**config.mk**
```make
export PLATFORM = sky130hd
export DESIGN_NAME = instr_fetch_queue
export DESIGN_NICKNAME = d
export VERILOG_FILES = /design/src/rtl/core_pkg.sv /design/src/rtl/ifq_storage.sv /design/src/rtl/instr_fetch_queue.sv
export SDC_FILE = /design/constraint.sdc
export NUM_CORES = 1
export LEC_CHECK = 0
export BUFFER_PORTS_ARGS = -buffer_cell sky130_fd_sc_hd__buf_2
export CAP_MARGIN = 20
export CORE_MARGIN = 2
export CORE_UTILIZATION = 45
export CTS_CLUSTER_DIAMETER = 60
export DETAILED_ROUTE_END_ITERATION = 7
export PLACE_DENSITY = 0.65
export SLEW_MARGIN = 15
export SYNTH_ARGS = -nofsm -noshare
export SYNTH_HDL_FRONTEND = slang
export SYNTH_SLANG_ARGS = --single-unit
```
**constraint.sdc**
```tcl
create_clock -name clk_i -period 5.3 [get_ports clk_i]
set_input_delay 0.265 -clock clk_i [delete_from_list [all_inputs] [get_ports clk_i]]
set_output_delay 0.265 -clock clk_i [all_outputs]
set_load 0.01 [all_outputs]
```
**src/rtl/core_pkg.sv**
```systemverilog
// Shared decode-side definitions: RV32 base opcodes, fetch-queue entry layout and
// the opcode legality helper used by the fetch queue's illegal-instruction tag.
// Combinational only; no handshake.
package core_pkg;

  localparam int IFQ_XLEN = 32;

  localparam logic [6:0] OPC_LOAD   = 7'b0000011;
  localparam logic [6:0] OPC_OP_IMM = 7'b0010011;
  localparam logic [6:0] OPC_AUIPC  = 7'b0010111;
  localparam logic [6:0] OPC_STORE  = 7'b0100011;
  localparam logic [6:0] OPC_OP     = 7'b0110011;
  localparam logic [6:0] OPC_LUI    = 7'b0110111;
  localparam logic [6:0] OPC_BRANCH = 7'b1100011;
  localparam logic [6:0] OPC_JALR   = 7'b1100111;
  localparam logic [6:0] OPC_JAL    = 7'b1101111;
  localparam logic [6:0] OPC_SYSTEM = 7'b1110011;

  // Entry layout at the default 32-bit width. The queue packs its storage words
  // in this same field order (instr in the MSBs, illegal in the LSB).
  typedef struct packed {
    logic [IFQ_XLEN-1:0] instr;
    logic [IFQ_XLEN-1:0] pc;
    logic                illegal;
  } ifq_entry_t;

  // Flags compressed (non-32-bit) encodings and any major opcode outside the
  // supported base set.
  function automatic logic is_illegal_instr(input logic [6:0] opc);
    logic known;
    known = 1'b0;
    case (opc)
      OPC_LOAD, OPC_OP_IMM, OPC_AUIPC, OPC_STORE, OPC_OP,
      OPC_LUI, OPC_BRANCH, OPC_JALR, OPC_JAL, OPC_SYSTEM: known = 1'b1;
      default: known = 1'b0;
    endcase
    return (opc[1:0] != 2'b11) || !known;
  endfunction

endpackage

```
**src/rtl/ifq_storage.sv**
```systemverilog
// Entry storage for the fetch queue: DEPTH x WIDTH register array, one write port,
// one asynchronous read port. Write lands on the rising edge; read is same-cycle.
// No handshake; the caller owns pointers and occupancy. Contents are not reset.
// Ports: clk, wr_en/wr_addr/wr_data (write), rd_addr/rd_data (combinational read).
module ifq_storage
  import core_pkg::*;
#(
  parameter int DEPTH = 4,
  parameter int WIDTH = 64
) (
  input  logic                     clk,
  input  logic                     wr_en,
  input  logic [$clog2(DEPTH)-1:0] wr_addr,
  input  logic [WIDTH-1:0]         wr_data,
  input  logic [$clog2(DEPTH)-1:0] rd_addr,
  output logic [WIDTH-1:0]         rd_data
);

  logic [WIDTH-1:0] mem [DEPTH];

  always_ff @(posedge clk) begin
    if (wr_en) begin
      mem[wr_addr] <= wr_data;
    end
  end

  assign rd_data = mem[rd_addr];

endmodule

```
**src/rtl/instr_fetch_queue.sv**
```systemverilog
// Instruction fetch queue between fetch and decode: buffers {instr, pc} entries.
// Latency: a word pushed into an empty queue is visible one cycle later (no bypass).
// Backpressure: in_ready_o drops at DEPTH entries and recovers the cycle after a pop;
// both status outputs come from the registered count only.
// Ports: clk_i, rst_ni (async, active-low), flush_i (drops all entries and any
// same-cycle push/pop), in_* (fetch side), out_* (decode head), count_o (occupancy).
// Optional build macro IFQ_ILLEGAL_CHECK_EN: store a per-entry illegal tag and drive
// out_illegal_o from it; otherwise out_illegal_o is tied low and no tag is stored.
module instr_fetch_queue
  import core_pkg::*;
#(
  parameter int DATA_WIDTH = 32,
  parameter int DEPTH      = 4
) (
  input  logic                     clk_i,
  input  logic                     rst_ni,
  input  logic                     flush_i,
  input  logic                     in_valid_i,
  output logic                     in_ready_o,
  input  logic [DATA_WIDTH-1:0]    in_instr_i,
  input  logic [DATA_WIDTH-1:0]    in_pc_i,
  output logic                     out_valid_o,
  input  logic                     out_ready_i,
  output logic [DATA_WIDTH-1:0]    out_instr_o,
  output logic [6:0]               out_opcode_o,
  output logic [DATA_WIDTH-1:0]    out_pc_o,
  output logic                     out_illegal_o,
  output logic [$clog2(DEPTH):0]   count_o
);

  localparam int PW = $clog2(DEPTH);
  localparam int CW = PW + 1;
`ifdef IFQ_ILLEGAL_CHECK_EN
  localparam int ENTRY_W = 2*DATA_WIDTH + 1;
`else
  localparam int ENTRY_W = 2*DATA_WIDTH;
`endif

  logic [PW-1:0]      rd_ptr;
  logic [PW-1:0]      wr_ptr;
  logic [CW-1:0]      count;
  logic               push;
  logic               pop;
  logic [ENTRY_W-1:0] wr_entry;
  logic [ENTRY_W-1:0] rd_entry;

  // Status from registered count only: no in_valid->out_valid or
  // out_ready->in_ready combinational path.
  assign in_ready_o  = (count != CW'(DEPTH));
  assign out_valid_o = (count != '0);
  assign count_o     = count;

  // A flush cancels any handshake that happens to complete in the same cycle.
  assign push = in_valid_i  && in_ready_o  && !flush_i;
  assign pop  = out_valid_o && out_ready_i && !flush_i;

`ifdef IFQ_ILLEGAL_CHECK_EN
  assign wr_entry = {in_instr_i, in_pc_i, is_illegal_instr(in_instr_i[6:0])};
  assign out_illegal_o = rd_entry[0];
`else
  assign wr_entry = {in_instr_i, in_pc_i};
  assign out_illegal_o = 1'b0;
`endif

  // Field order matches ifq_entry_t: instr in the MSBs, then pc, then the tag.
  assign out_instr_o  = rd_entry[ENTRY_W-1 -: DATA_WIDTH];
  assign out_pc_o     = rd_entry[ENTRY_W-DATA_WIDTH-1 -: DATA_WIDTH];
  assign out_opcode_o = out_instr_o[6:0];

  always_ff @(posedge clk_i or negedge rst_ni) begin
    if (!rst_ni) begin
      rd_ptr <= '0;
      wr_ptr <= '0;
      count  <= '0;
    end else if (flush_i) begin
      rd_ptr <= '0;
      wr_ptr <= '0;
      count  <= '0;
    end else begin
      if (push) wr_ptr <= wr_ptr + PW'(1);
      if (pop)  rd_ptr <= rd_ptr + PW'(1);
      case ({push, pop})
        2'b10:   count <= count + CW'(1);
        2'b01:   count <= count - CW'(1);
        default: count <= count;
      endcase
    end
  end

  ifq_storage #(
    .DEPTH (DEPTH),
    .WIDTH (ENTRY_W)
  ) u_storage (
    .clk     (clk_i),
    .wr_en   (push),
    .wr_addr (wr_ptr),
    .wr_data (wr_entry),
    .rd_addr (rd_ptr),
    .rd_data (rd_entry)
  );

endmodule
```
Word level (Yosys, flattened, before mapping)
Memories as Yosys holds them, arrays and structs flattened.
Cells that the tools add are included.
Widths: inputs -> output; s select.
{"block": "word_totals", "ff_bits": 7, "ramBits": 256, "input_bits": 69, "output_inout_bits": 77, "elab_cells": 28, "mem_count": 1}
{"name": "u_storage.mem", "words": 4, "width": 64, "rd": 1, "rd_clocked_by_memory_dff": 0, "write_ports": 1, "line": "ifq_storage.sv:19", "source": "logic [WIDTH-1:0] mem [DEPTH];"}
{"block": "classes", "n_addsub": 4, "n_eq_ne": 3, "mux": 8, "reduce_logical": 9}
{"operator": "$mux 2", "count": 4}
{"operator": "$pmux 3 s2", "count": 1}
{"operator": "$reduce_bool 3->1", "count": 2}
{"operator": "$add 2x1->2 const B", "count": 2}
{"operator": "$logic_and 1x1->1", "count": 4}
{"operator": "$reduce_bool 2->1", "count": 2}
{"operator": "$add 3x1->3 const B", "count": 1}
{"operator": "$mux 3", "count": 1}
{"operator": "$ne 3x3->1 const B", "count": 1}
{"operator": "$sub 3x1->3 const B", "count": 1}
{"operator": "$eq 2x1->1 const B", "count": 1}
{"operator": "$eq 2x2->1 const B", "count": 1}
{"operator": "$mux 1", "count": 2}
{"operator": "$logic_not 1->1", "count": 1}

Depth between registers and ports, before layout
{"block": "logic_depth", "word_depth": 6, "ltp_mapped": 7, "mapped_depth_nobuf": 6}

Cells and area by module
From an unflattened synthesis, not the netlist that was laid out.
{"block": "unflattened", "hier_cells": 402, "area_unflattened_um2": 9900.7}
{"mod": "ifq_storage", "instances": 1, "cells_each": 338, "area_each_um2": 9341.5, "seq_area_each_um2": 7687.4}
{"mod": "instr_fetch_queue", "instances": 1, "cells_each": 64, "area_each_um2": 559.3, "seq_area_each_um2": 175.2}

Worst setup path before layout
No wires, ideal clock.
{"block": "synth_path", "path_kind": "reg2reg", "start": "register count[2], in the netlist count_o[2]", "end": "memory u_storage.mem[0][0], enable pin", "setup_time_ns": 0.429, "arrival_ns": 2.357, "required_time_ns": 4.871, "path_slack_ns": 2.514, "stages_incl_launch_ff": 4, "n_path_buf": 0, "period_less_slack_ns": 2.786, "cell_sequence": "dfrtp_1 -> nor3b_1 -> nor3_1 -> and2_1"}
{"block": "synth_between", "elab_chain_cells": 5}
{"item": "start: declaration", "line": "instr_fetch_queue.sv:41", "source": "logic [CW-1:0] count;"}
{"item": "start signal: assignment", "line": "instr_fetch_queue.sv:83", "source": "2'b10: count <= count + CW'(1);"}
{"item": "start signal: assignment", "line": "instr_fetch_queue.sv:84", "source": "2'b01: count <= count - CW'(1);"}
{"item": "start signal: assignment", "line": "instr_fetch_queue.sv:85", "source": "default: count <= count;"}
{"item": "$ne 3x3->1", "line": "instr_fetch_queue.sv:49", "source": "assign in_ready_o = (count != CW'(DEPTH));"}
{"item": "$logic_and 1x1->1 (2 in series)", "line": "instr_fetch_queue.sv:54", "source": "assign push = in_valid_i && in_ready_o && !flush_i;"}
{"item": "$mux 1", "line": "ifq_storage.sv:22", "source": "if (wr_en) begin"}
{"item": "$mux 1 (not written as such)", "line": "ifq_storage.sv:23", "source": "mem[wr_addr] <= wr_data;"}
{"item": "end: declaration", "line": "ifq_storage.sv:19"}
Every way passes these cells.

Worst setup path in the final report
{"block": "layout_path", "start": "register rd_ptr[0]", "end": "output port out_instr_o[2]"}
{"block": "layout_between", "elab_chain_cells": 1}
{"item": "start: declaration", "line": "instr_fetch_queue.sv:39", "source": "logic [PW-1:0] rd_ptr;"}
{"item": "start signal: assignment", "line": "instr_fetch_queue.sv:81", "source": "if (pop) rd_ptr <= rd_ptr + PW'(1);"}
{"item": "$mem_v2 4x64"}
{"item": "end: declaration", "line": "instr_fetch_queue.sv:24", "source": "output logic [DATA_WIDTH-1:0] out_instr_o,"}
Every way passes these cells.

==> flow_metrics.py <==
metrics = {
    "detailed_routing": {
        "vias": 4773,
        "drtAntennaViolNets": 0,
        "drtPass1Iterations": 4,
        "wl_per_cell_um": 19.0,
        "drt_iter0_markers": 249,
        "viasPerCell": 5.17,
        "wirelength_um": 17500,
        "drc": 0,
    },
    "outcome": {
        "status": "complete, no violations",
    },
    "finish": {
        "nFillCells": 1657,
        "syn_to_final_growth_pct": 24.3,
        "num_antenna_cells": 0,
        "drive_gt1_share_pct": 39.2,
        "final_nets": 696,
    },
    "clock_tree": {
        "clockRootBuffer": "clkbuf_16",
        "path_clk_slew_ns": 0.06,
        "clock-sinks": 263,
        "clock_path_buffers": 3,
        "htreeDepth": 1,
        "postCtsSetupBuffers": 0,
        "cts_tree": "done",
        "numCtsBuffers": 27,
        "clk_latency_ns": 0.52,
    },
    "critical_path": {
        "crit_fanout": 46,
        "worstSetupPathType": "register to output pin",
        "crit_path_top_delay_cell": "dfrtp_4",
        "cp_top_family": "flip-flops",
        "critical_path_buf_inv_count": 2,
        "critPathMaxStageDelay_ns": 1.06,
        "crit_path_start_kind": "register",
        "crit_chain": "buf_4 > mux4_2 > buf_2",
        "arrival_ns": 2.85,
        "crit_required_ns": 5.04,
        "critPathCaptureType": "output pin",
    },
    "yosys": {
        "ys_ff_latch": 263,
        "synth_cells": 411,
        "yosys.area.top_type_share_pct": 77.8,
        "post_synth_instance_area_um2": 9880,
        "synth_common_cells": "edfxtp_1 (256), mux4_2 (64), buf_4 (11)",
        "yosysMostFrequentCell": "edfxtp_1",
        "synth_ff_type": "edfxtp_1",
        "synth_largest_area_cell": "edfxtp_1",
        "synthArstFlopShare_pct": 2.66,
        "synth_cell_types": 33,
        "synth_area_leaders": "edfxtp_1 (78%), mux4_2 (15%), dfrtp_1 (1.8%)",
        "yosysWarnings": 0,
        "syn-num-nets": 485,
        "synth_edf_count": 256,
        "ys_seq_area_share_pct": 79.6,
        "avgSynthCellArea_um2": 24.0,
    },
    "power": {
        "power_density_nw_per_um2": 383,
        "p_leak_uw": 0.00416,
        "ir_drop_uv": 155,
    },
    "floorplan": {
        "die_h_um": 152,
        "num_rows": 54,
        "coreArea_um2": 21700,
        "initial_core_util_pct": 45.5,
        "die-area_um2": 23100,
        "io_pins": 146,
        "die_w_um": 152,
    },
    "sta": {
        "worstMarginPinSlew_ns": 1.00,
        "finalCriticalPeriod_ns": 3.11,
        "finalMaxSlewViolations": 0,
        "hold_violations": 0,
        "rsz0062_at_grt": "false",
        "maxSlewHeadroom_pct": 33.0,
        "whs_ns": 0.0282,
        "setup_viol": 0,
        "skew_ns": 0.0162,
        "max_freq_ghz": 0.321,
        "tns_ns": 0,
        "period_share_pct": 58.7,
    },
    "placement": {
        "globalplace.congestion": 0.741,
        "dp_hpwl_um": 10100,
        "io_buffers": 144,
    },
    "global_route": {
        "grt_max_degree": 66,
        "grt_pass1_vias": 5014,
        "track_usage_pct": 15.3,
        "grt_pass1_wl_um": 27900,
        "overflow": 0,
        "antenna_found_initial": 0,
    },
    "worst_hold_path": {
        "hold_path.class": "input port to register",
    },
    "job": {
        "drv_cap": 0,
    },
}
cell usage in the layout (no fill, tap or decap), drive strengths merged:
cell type	n
a221oi	1
o31ai	1
nand3b	2
nor4	1
and2	5
inv	6
o22ai	2
xnor2	1
clkbuf	33
edfxtp	256
nor3	2
a21oi	6
o311ai	1
dfrtp	7
bufinv	3
mux4	64
a2111oi	1
clkinv	13
a22oi	1
dlygate4sd3	65
nor2	4
o21ai	2
nand2b	4
or3	2
ha	4
xor2	2
fa	1
conb	1
nand3	3
nor3b	2
buf	145
a31oi	1
a211oi	1
layer usage:
metal	global-route usage (%)	vias to the layer above	routed length, µm
met4	3.74	0	318
li1	-	2146	-
met1	20.4	2451	7170
met5	0	-	0
met2	25.9	147	8920
met3	3.64	29	1140
sequential cells by signal (all words and copies together) (netlist names):
| signal | flops |
|---|---|
| u_storage.mem | 256 |
| count_o | 3 |
| rd_ptr | 2 |
| wr_ptr | 2 |
layout make-up:
class                           instances  area (µm²)  area share (%)
Sequential cell                       263        7870            64.1
Multi-Input combinational cell        115        1810            14.7
Timing Repair Buffer                  210        1380            11.2
Clock buffer                           33         698            5.69
Tap cell                              280         350            2.85
Clock inverter                         17         154            1.25
Inverter                                5        18.8           0.153
report_power, final:
part           internal [µW]  switching [µW]
clock                   1080             716
combinational            268             222
sequential              2350            72.3
kinds of logic (layout without fill, tap and decap cells):
logic type      Yosys count  count (layout)  share of synthesized area [%]
simple gates             25              25                           1.47
xor+xnor                  3               3                          0.266
buf+inv                  33             265                           2.17
mux                      64              64                           14.6
compound gates           17              17                           1.15
flops                   263             263                           79.6
fa+ha+maj                 5               5                          0.709
other cells               1               1                         0.0380
worst register-to-register path, stage by stage (launching register included):
cell     delay (ns)
dfrtp_1        0.61
nor3b_1        0.16
nor3_1         0.39
and2_4         0.89
per-stage QoR:
| step | setup slack (ns) | power (µW) | instances | util, % | cell area [µm²] |
|---|---|---|---|---|---|
| floorplan | 2.51 | 2770 | 411 | - | 9880 |
| CTS | 2.06 | 4770 | 923 | 56.6 | 12300 |
| finish | 2.19 | 4710 | 923 | 56.6 | 12300 |
| global placement | 2.67 | 2920 | 808 | 49.7 | 10800 |
| global route | 1.94 | 4890 | 923 | 56.6 | 12300 |
| detailed placement | 2.63 | 2930 | 808 | 49.7 | 10800 |
path summary, 6_finish.rpt:
check	start	end	slack, ns	cells past startpoint
setup / recovery	rd_ptr[0]	out_instr_o[2]	2.19	3
hold / removal	flush_i	count_o[0]	0.03	2
setup reg to reg	count_o[0]	u_storage.mem[1][34]	2.81	3
hold reg to reg	wr_ptr[0]	wr_ptr[0]	0.59	2
max in group asynchronous	rst_ni	rd_ptr[0]	5.00	2
min in group asynchronous	rst_ni	count_o[2]	0.11	2
what timing repair did:
item / CTS / global route
hold buffers: 65 / 0
gates resized for setup: 0 / 0
hold endpoints to repair: 263 / 0
(Power assumes the default switching activity.)
